[src/rtl/press_pkg.sv]
// Shared types and constants for the push-button press event handshake.
package press_pkg;

  typedef enum logic {
    IDLE  = 1'b0,
    OFFER = 1'b1
  } offer_state_t;

  localparam int DEBOUNCE_CYCLES_DEFAULT = 100000;

  localparam int BTN_C = 0;
  localparam int BTN_U = 1;
  localparam int BTN_L = 2;
  localparam int BTN_R = 3;
  localparam int BTN_D = 4;

endpackage

[src/rtl/button_debouncer.sv]
// One button: 2-flop synchroniser, mismatch-run debouncer and a registered
// rise pulse that coincides with the stable level going high.
module button_debouncer #(
  parameter int DEBOUNCE_CYCLES = 4
) (
  input  logic clk,
  input  logic rst_n,
  input  logic btn_raw,
  output logic level,
  output logic rise
);

  localparam int CNT_W = $clog2(DEBOUNCE_CYCLES + 1);

  logic             sync1;
  logic             sync2;
  logic [CNT_W-1:0] cnt;

  // The level flips only on the edge after DEBOUNCE_CYCLES consecutive mismatches.
  always_ff @(posedge clk or negedge rst_n) begin
    if (!rst_n) begin
      sync1 <= 1'b0;
      sync2 <= 1'b0;
      cnt   <= '0;
      level <= 1'b0;
      rise  <= 1'b0;
    end else begin
      sync1 <= btn_raw;
      sync2 <= sync1;
      rise  <= 1'b0;
      if (sync2 != level) begin
        if (cnt == CNT_W'(DEBOUNCE_CYCLES)) begin
          level <= sync2;
          rise  <= sync2;
          cnt   <= '0;
        end else begin
          cnt <= cnt + 1'b1;
        end
      end else begin
        cnt <= '0;
      end
    end
  end

endmodule

[src/rtl/press_event_handshake.sv]
// Debounced push-button presses held pending per button and offered one at a
// time, lowest index first, over a registered valid/ready handshake.
module press_event_handshake
  import press_pkg::*;
#(
  parameter int NUM_BUTTONS     = 5,
  parameter int DEBOUNCE_CYCLES = DEBOUNCE_CYCLES_DEFAULT,
  parameter int ID_W            = $clog2(NUM_BUTTONS)
) (
  input  logic                   clk,
  input  logic                   rst_n,
  input  logic [NUM_BUTTONS-1:0] btn_raw,
  output logic                   ev_valid,
  output logic [ID_W-1:0]        ev_id,
  input  logic                   ev_ready,
  output logic [NUM_BUTTONS-1:0] btn_level,
  output logic [NUM_BUTTONS-1:0] overflow,
  input  logic                   clear_overflow
);

  logic [NUM_BUTTONS-1:0] rise;
  logic [NUM_BUTTONS-1:0] pending;
  logic [NUM_BUTTONS-1:0] ack;
  offer_state_t           state;

  function automatic logic [ID_W-1:0] lowest_index(input logic [NUM_BUTTONS-1:0] v);
    lowest_index = '0;
    for (int i = NUM_BUTTONS - 1; i >= 0; i--) begin
      if (v[i]) lowest_index = ID_W'(i);
    end
  endfunction

  for (genvar g = 0; g < NUM_BUTTONS; g++) begin : g_btn
    button_debouncer #(
      .DEBOUNCE_CYCLES(DEBOUNCE_CYCLES)
    ) u_deb (
      .clk    (clk),
      .rst_n  (rst_n),
      .btn_raw(btn_raw[g]),
      .level  (btn_level[g]),
      .rise   (rise[g])
    );
  end

  // One-hot view of the handshake completing this cycle.
  always_comb begin
    ack = '0;
    for (int i = 0; i < NUM_BUTTONS; i++) begin
      ack[i] = ev_valid && ev_ready && (ev_id == ID_W'(i));
    end
  end

  // A rise re-arms pending even while it is being acknowledged; only a rise onto
  // an un-acknowledged pending event counts as overflow, and the clear wins.
  always_ff @(posedge clk or negedge rst_n) begin
    if (!rst_n) begin
      pending  <= '0;
      overflow <= '0;
    end else begin
      pending <= (pending & ~ack) | rise;
      if (clear_overflow) begin
        overflow <= '0;
      end else begin
        overflow <= overflow | (rise & pending & ~ack);
      end
    end
  end

  // Offer FSM; valid drops for one cycle after each accept.
  always_ff @(posedge clk or negedge rst_n) begin
    if (!rst_n) begin
      state    <= IDLE;
      ev_valid <= 1'b0;
      ev_id    <= '0;
    end else begin
      case (state)
        IDLE: begin
          if (|pending) begin
            ev_id    <= lowest_index(pending);
            ev_valid <= 1'b1;
            state    <= OFFER;
          end
        end
        OFFER: begin
          if (ev_ready) begin
            ev_valid <= 1'b0;
            state    <= IDLE;
          end
        end
        default: begin
          ev_valid <= 1'b0;
          state    <= IDLE;
        end
      endcase
    end
  end

endmodule

[config.mk]
export PLATFORM = sky130hd
export DESIGN_NAME = press_event_handshake
export DESIGN_NICKNAME = d
export VERILOG_FILES = /design/src/rtl/press_pkg.sv /design/src/rtl/button_debouncer.sv /design/src/rtl/press_event_handshake.sv
export SDC_FILE = /design/constraint.sdc
export NUM_CORES = 1
export LEC_CHECK = 0
export CORE_ASPECT_RATIO = 0.9
export CORE_MARGIN = 2
export CORE_UTILIZATION = 60
export CTS_CLUSTER_DIAMETER = 100
export DETAILED_ROUTE_END_ITERATION = 8
export GPL_ROUTABILITY_DRIVEN = 1
export GPL_TIMING_DRIVEN = 0
export PLACE_DENSITY = 0.8
export SLEW_MARGIN = 20
export SYNTH_ARGS = -nofsm -noshare
export SYNTH_HDL_FRONTEND = slang
export SYNTH_HIERARCHICAL = 1
export SYNTH_SLANG_ARGS = --single-unit
export TNS_END_PERCENT = 10
[constraint.sdc]
create_clock -name clk -period 2.8 [get_ports clk]
set_input_delay 0.42 -clock clk [delete_from_list [all_inputs] [get_ports clk]]
set_output_delay 0.42 -clock clk [all_outputs]
set_load 0.03 [all_outputs]
### Word level (Yosys, flattened, before mapping)

Index checks and enable logic that the tools add are counted.

* register bits: 120
* input bits: 9
* word-level logic and storage cells: 105

* bitwise logic cells: 7
* add/subtract/negate cells: 5
* equality and inequality tests: 16
* multiplexer cells: 32
* reduce and logical (&&, ||, !) cells: 15

Operators by type and width (number)
* 17-bit 2-to-1 mux: 10
* 17-bit by 1-bit adder with 17-bit output, second input constant: 5
* 17-bit == test, second input constant: 5
* 5-bit AND: 3
* 3-bit 2-to-1 mux: 5
* 1-bit 2-to-1 mux: 14
* 2-bit AND reduction: 7
* 5-bit bitwise OR: 2
* 3-bit by 2-bit == test with 1-bit output, second input constant: 2
* 1-bit logical AND: 6
* 5-bit 2-to-1 mux: 1
* 1-bit != test: 5
* 5-bit inverter: 1
* 5-bit OR reduction: 1
* 2-bit != test, second input constant: 2
* 1-bit one-hot mux with 2 select lines: 2
* 3-bit by 1-bit == test with 1-bit output, second input constant: 1
* 3-bit == test, second input constant: 1
* 3-bit zero test: 1
* 1-bit inverter: 1

### Longest topological paths before layout

* word-level depth: 6
* gate-level depth with buffers: 7

### By module

Netlist, hierarchy kept.

Modules (own cells, without submodules)
* button_debouncer: cells an instance 95, seq. area each 525.5 um^2, area each 1021.0 um^2, times used 5
* press_event_handshake: cells an instance 65, seq. area each 375.4 um^2, area each 658.1 um^2, times used 1

### Worst setup path after synthesis

No wires, ideal clock.

* path kind: register to register
* from: register g_btn[0].u_deb.cnt[0]
* to: register g_btn[0].u_deb.cnt[10]
* buffers on the path: 1
* cell stages (with the launch flop): 8
* library setup time: 0.119 ns
* required time: 2.681 ns
* period minus slack after synthesis: 1.444 ns
* arrival: 1.326 ns
* path slack: 1.356 ns
* cell sequence: dfrtp_1 -> inv_1 -> ha_1 -> nor4bb_1 -> nand4_1 -> nand2_2 -> buf_6 -> nor2_1

* longest elaborated chain between the ends: 3
* elaborated cells on any way between the ends: 4

RTL lines
* start: declaration: line button_debouncer.sv:17 `logic [CNT_W-1:0] cnt;`
* start signal: assignment: line button_debouncer.sv:37 `cnt <= cnt + 1'b1;`
* 17-bit by 1-bit adder with 17-bit output or 17-bit == test (tied branches): line button_debouncer.sv:37, button_debouncer.sv:32
* 17-bit 2-to-1 mux *: line button_debouncer.sv:32 `if (cnt == CNT_W'(DEBOUNCE_CYCLES)) begin`
* 17-bit 2-to-1 mux *: line button_debouncer.sv:31 `if (sync2 != level) begin`

Every way passes the cells marked *; elsewhere a longest branch is shown, timed or not.
A chain may end at the register's enable or synchronous reset.

### Worst setup path in the final report

* from: register ev_id[1]
* to: output port ev_id[1]

RTL lines
* start: declaration: line press_event_handshake.sv:14 `output logic [ID_W-1:0] ev_id,`
* start signal: assignment: line press_event_handshake.sv:79 `ev_id <= lowest_index(pending);`

No word-level cell between the ends.

==> results.md <==
- Status: completed
- Peak VDD IR: approximately 390 uV
- Crit path buf inv count: 1
- Chip width: 107.3 um
- Htree depth: 4
- Area Overhead vs Synth: 17.30%
- Ys flop type: dfrtp_1
- Clk_lat worst skew: between 0.5 and 0.6 ns
- CP startpoint kind: register
- Syn nets: 559
- Number of hold violations in the final report: 0
- WP data required: ~2.4 ns
- Share of cells above drive strength 1: 0.1529
- Worst Skew: 0.008834 ns
- P_leak: about 2.8 nW
- Routed WL per cell: 15.47 um
- Drt total wl: about 11 mm
- Fraction of registers with async set/reset: 1.000
- Core area: 9208 um2
- Fill cell count: 621
- Hpwl dp: 7.242 mm
- ANT cells: 0
- CTS sink count: 120
- Antenna violations before repair: 0
- Part of the power in registers: 0.441
- DRC errors left: 0
- Register bit count reported by yosys: 120
- Crit-path max cell delay: around 0.7 ns
- Yosys warnings: 6
- Mapped Area: between 5000 and 6000 um2
- Clock buffer count from CTS: 17
- Number of max-slew violations in the final report: 0
- Slowest CP cell: clkdlybuf4s50_1
- Worst-path clk slew: 0.05 ns
- Placed cell area: 6165 um2
- Synth cell types: 34
- Post-Syn Area per Cell: approximately 11 um2
- Die Area: ~10000 um2
- DR vias: 4087
- NetSw: 0.0008456 W
- Antenna viol nets, final: 0
- Final count of negative-setup-slack endpoints: 0
- Fin crit period: about 2.1 ns
- Vias in the first global route: 4102
- Final instance area: 6760 um2
- CP delay by family, top: buffers and inverters
- Power per Cell Area: 602.4 nW/um2
- Cells after Synth: 540
- Most frequent cells in the layout: dfrtp_1 (120), nor2_1 (71), xnor2_1 (65)
- HP Class: primary input to register
- First-pass GRT wire length: 19.73 mm
- # hold bufs at CTS: 1
- Via/cell ratio: ~5.7
- Clk pwr share: 0.523
- Worst-path cell chain: clkdlybuf4s50_1
- Gpl congestion: 0.8595
- Remaining Overflow, GRT: 0
- Worst setup EP type: primary output
- Global Route Usage Sum: 0.2372
- Internal power: 0.003227 W
- Final net count: 602
- F_max: ~0.48 GHz
- Rows: 33
- Critical path peak fanout: 7
- TritonRoute pass-1 iters: 5
- Die Ht: 96.98 um
- Least-Margin Pin Slew: 0.4917 ns
- Root Buffer Master: clkbuf_8
- Count of flip-flops with a built-in enable after synthesis: 0
- Max Cap Viol: 0
- Dpl ws: between 1 and 1.5 ns
- Initial core utilization: 0.6259
- Most common cell after layout, fill and taps aside: dfrtp_1
- Worst setup path category: register to primary output
- Initial DRC count: ~280
- Max-slew headroom at the worst pin: 0.6722
- Pin count of the biggest net entering global routing: 71
- Post-CTS setup buffer count: 0
- Worst setup margin: 0.7059 ns
- Arrival time worst endpoint: 1.67 ns
- Combinational share of power: 0.036
- Io pins: 23
- CTS tree: built
- Buffers on Ports: 22
- Clk buf depth: 2
- Period utilisation layout: 0.7479
- CTS resizes: 0
- Register area share after synthesis: 0.5211
- RSZ-0062 raised after global routing: no
- Sw frac: 0.2076
cell families after synthesis:
family | Yosys count | share of synthesized area
and+or+nand+nor | 260 | 0.2679
xor gates and xnor gates | 80 | 0.1216
adders and majority gates | 10 | 0.02171
buffers and inverters | 41 | 0.03322
muxes | 5 | 0.009769
DFF | 120 | 0.5211
AOI/OAI and AO/OA | 24 | 0.02475
state kept, by name (all words and copies together) (netlist names):
name,cells
ev_id,3
ev_valid,1
g_btn.u_deb/cnt,85
g_btn.u_deb/level,5
g_btn.u_deb/rise,5
g_btn.u_deb/sync1,5
g_btn.u_deb/sync2,5
overflow,5
pending,5
state,1
worst register-to-register path, cell delays in order (launching register included):
cell and delay (ns):
dfrtp_1 0.44, inv_1 0.09, ha_1 0.13, nor4bb_1 0.26, nand4_1 0.29, nand2_2 0.24
buf_6 0.18, nor2_1 0.06
synth_stat cells (6+ instances only):
| cell | n | share of area |
|---|---|---|
| xnor2_1 | 65 | 0.099 |
| xor2_1 | 15 | 0.023 |
| nand4_1 | 15 | 0.016 |
| nor2_1 | 71 | 0.046 |
| nor3_1 | 23 | 0.020 |
| nor2_2 | 25 | 0.027 |
| nand2_1 | 15 | 0.0098 |
| inv_1 | 35 | 0.023 |
| ha_1 | 10 | 0.022 |
| nand2b_1 | 6 | 0.0065 |
| nand3_1 | 25 | 0.022 |
| dfrtp_1 | 120 | 0.52 |
| o21ai_0 | 7 | 0.0061 |
| nor4_1 | 31 | 0.034 |
| a21oi_1 | 9 | 0.0078 |
cell type report:
type	instances	area [um2]	area share
Buffer	6	60.06	0.008884
Clock buffer	22	462.9	0.06848
Clock inverter	9	122.6	0.01814
Inverter	35	131.4	0.01943
Multi-Input combinational cell	379	2569	0.3800
Sequential cell	120	3003	0.4442
Tap cell	122	152.6	0.02258
Timing Repair Buffer	24	259.0	0.03831
worst paths after layout:
path,start,to,slack (ns),cells after the start
max,ev_id[1]$_DFFE_PN0P_,ev_id[1],0.71,1
min,btn_raw[4],g_btn[4].u_deb/sync1$_DFF_PN0_,0.35,1
max reg2reg,g_btn[2].u_deb/cnt[0]$_DFF_PN0_,g_btn[2].u_deb/cnt[12]$_DFF_PN0_,0.99,7
min reg2reg,g_btn[2].u_deb/sync1$_DFF_PN0_,g_btn[2].u_deb/sync2$_DFF_PN0_,0.35,0
max in group asynchronous,rst_n,g_btn[2].u_deb/cnt[2]$_DFF_PN0_,1.69,3
min in group asynchronous,rst_n,g_btn[3].u_deb/cnt[9]$_DFF_PN0_,0.42,2
power groups by stage:
stage / clock network [W] / registers [W] / logic [W]
3_3_place_gp: 0 / 0.00183 / 0.000135
6_report: 0.00213 / 0.00180 / 0.000146
2_1_floorplan: 0 / 0.00182 / 0.0000738
5_1_grt: 0.00225 / 0.00180 / 0.000166
3_5_place_dp: 0 / 0.00183 / 0.000147
4_1_cts: 0.00217 / 0.00180 / 0.000150
layer usage:
metal,vias up,global-route usage,part of all wire
li1,1944,-,-
met4,0,0.07792,0.0095
met3,14,0.06334,0.043
met2,90,0.3578,0.48
met1,2039,0.3348,0.47
met5,-,0,0
per-stage QoR:
step	setup TNS (ns)	cells	utilization	hold slack (ns)	power [W]
2_1_floorplan	0	540	-	0.1244	0.001891
3_3_place_gp	-381.11	684	0.6664	0.3312	0.001960
3_5_place_dp	0	685	0.6695	0.3364	0.001972
4_1_cts	0	717	0.7342	0.3249	0.004116
5_1_grt	0	717	0.7342	0.3322	0.004221
6_report	0	717	0.7342	0.3457	0.004073
(Power assumes the default switching activity.)
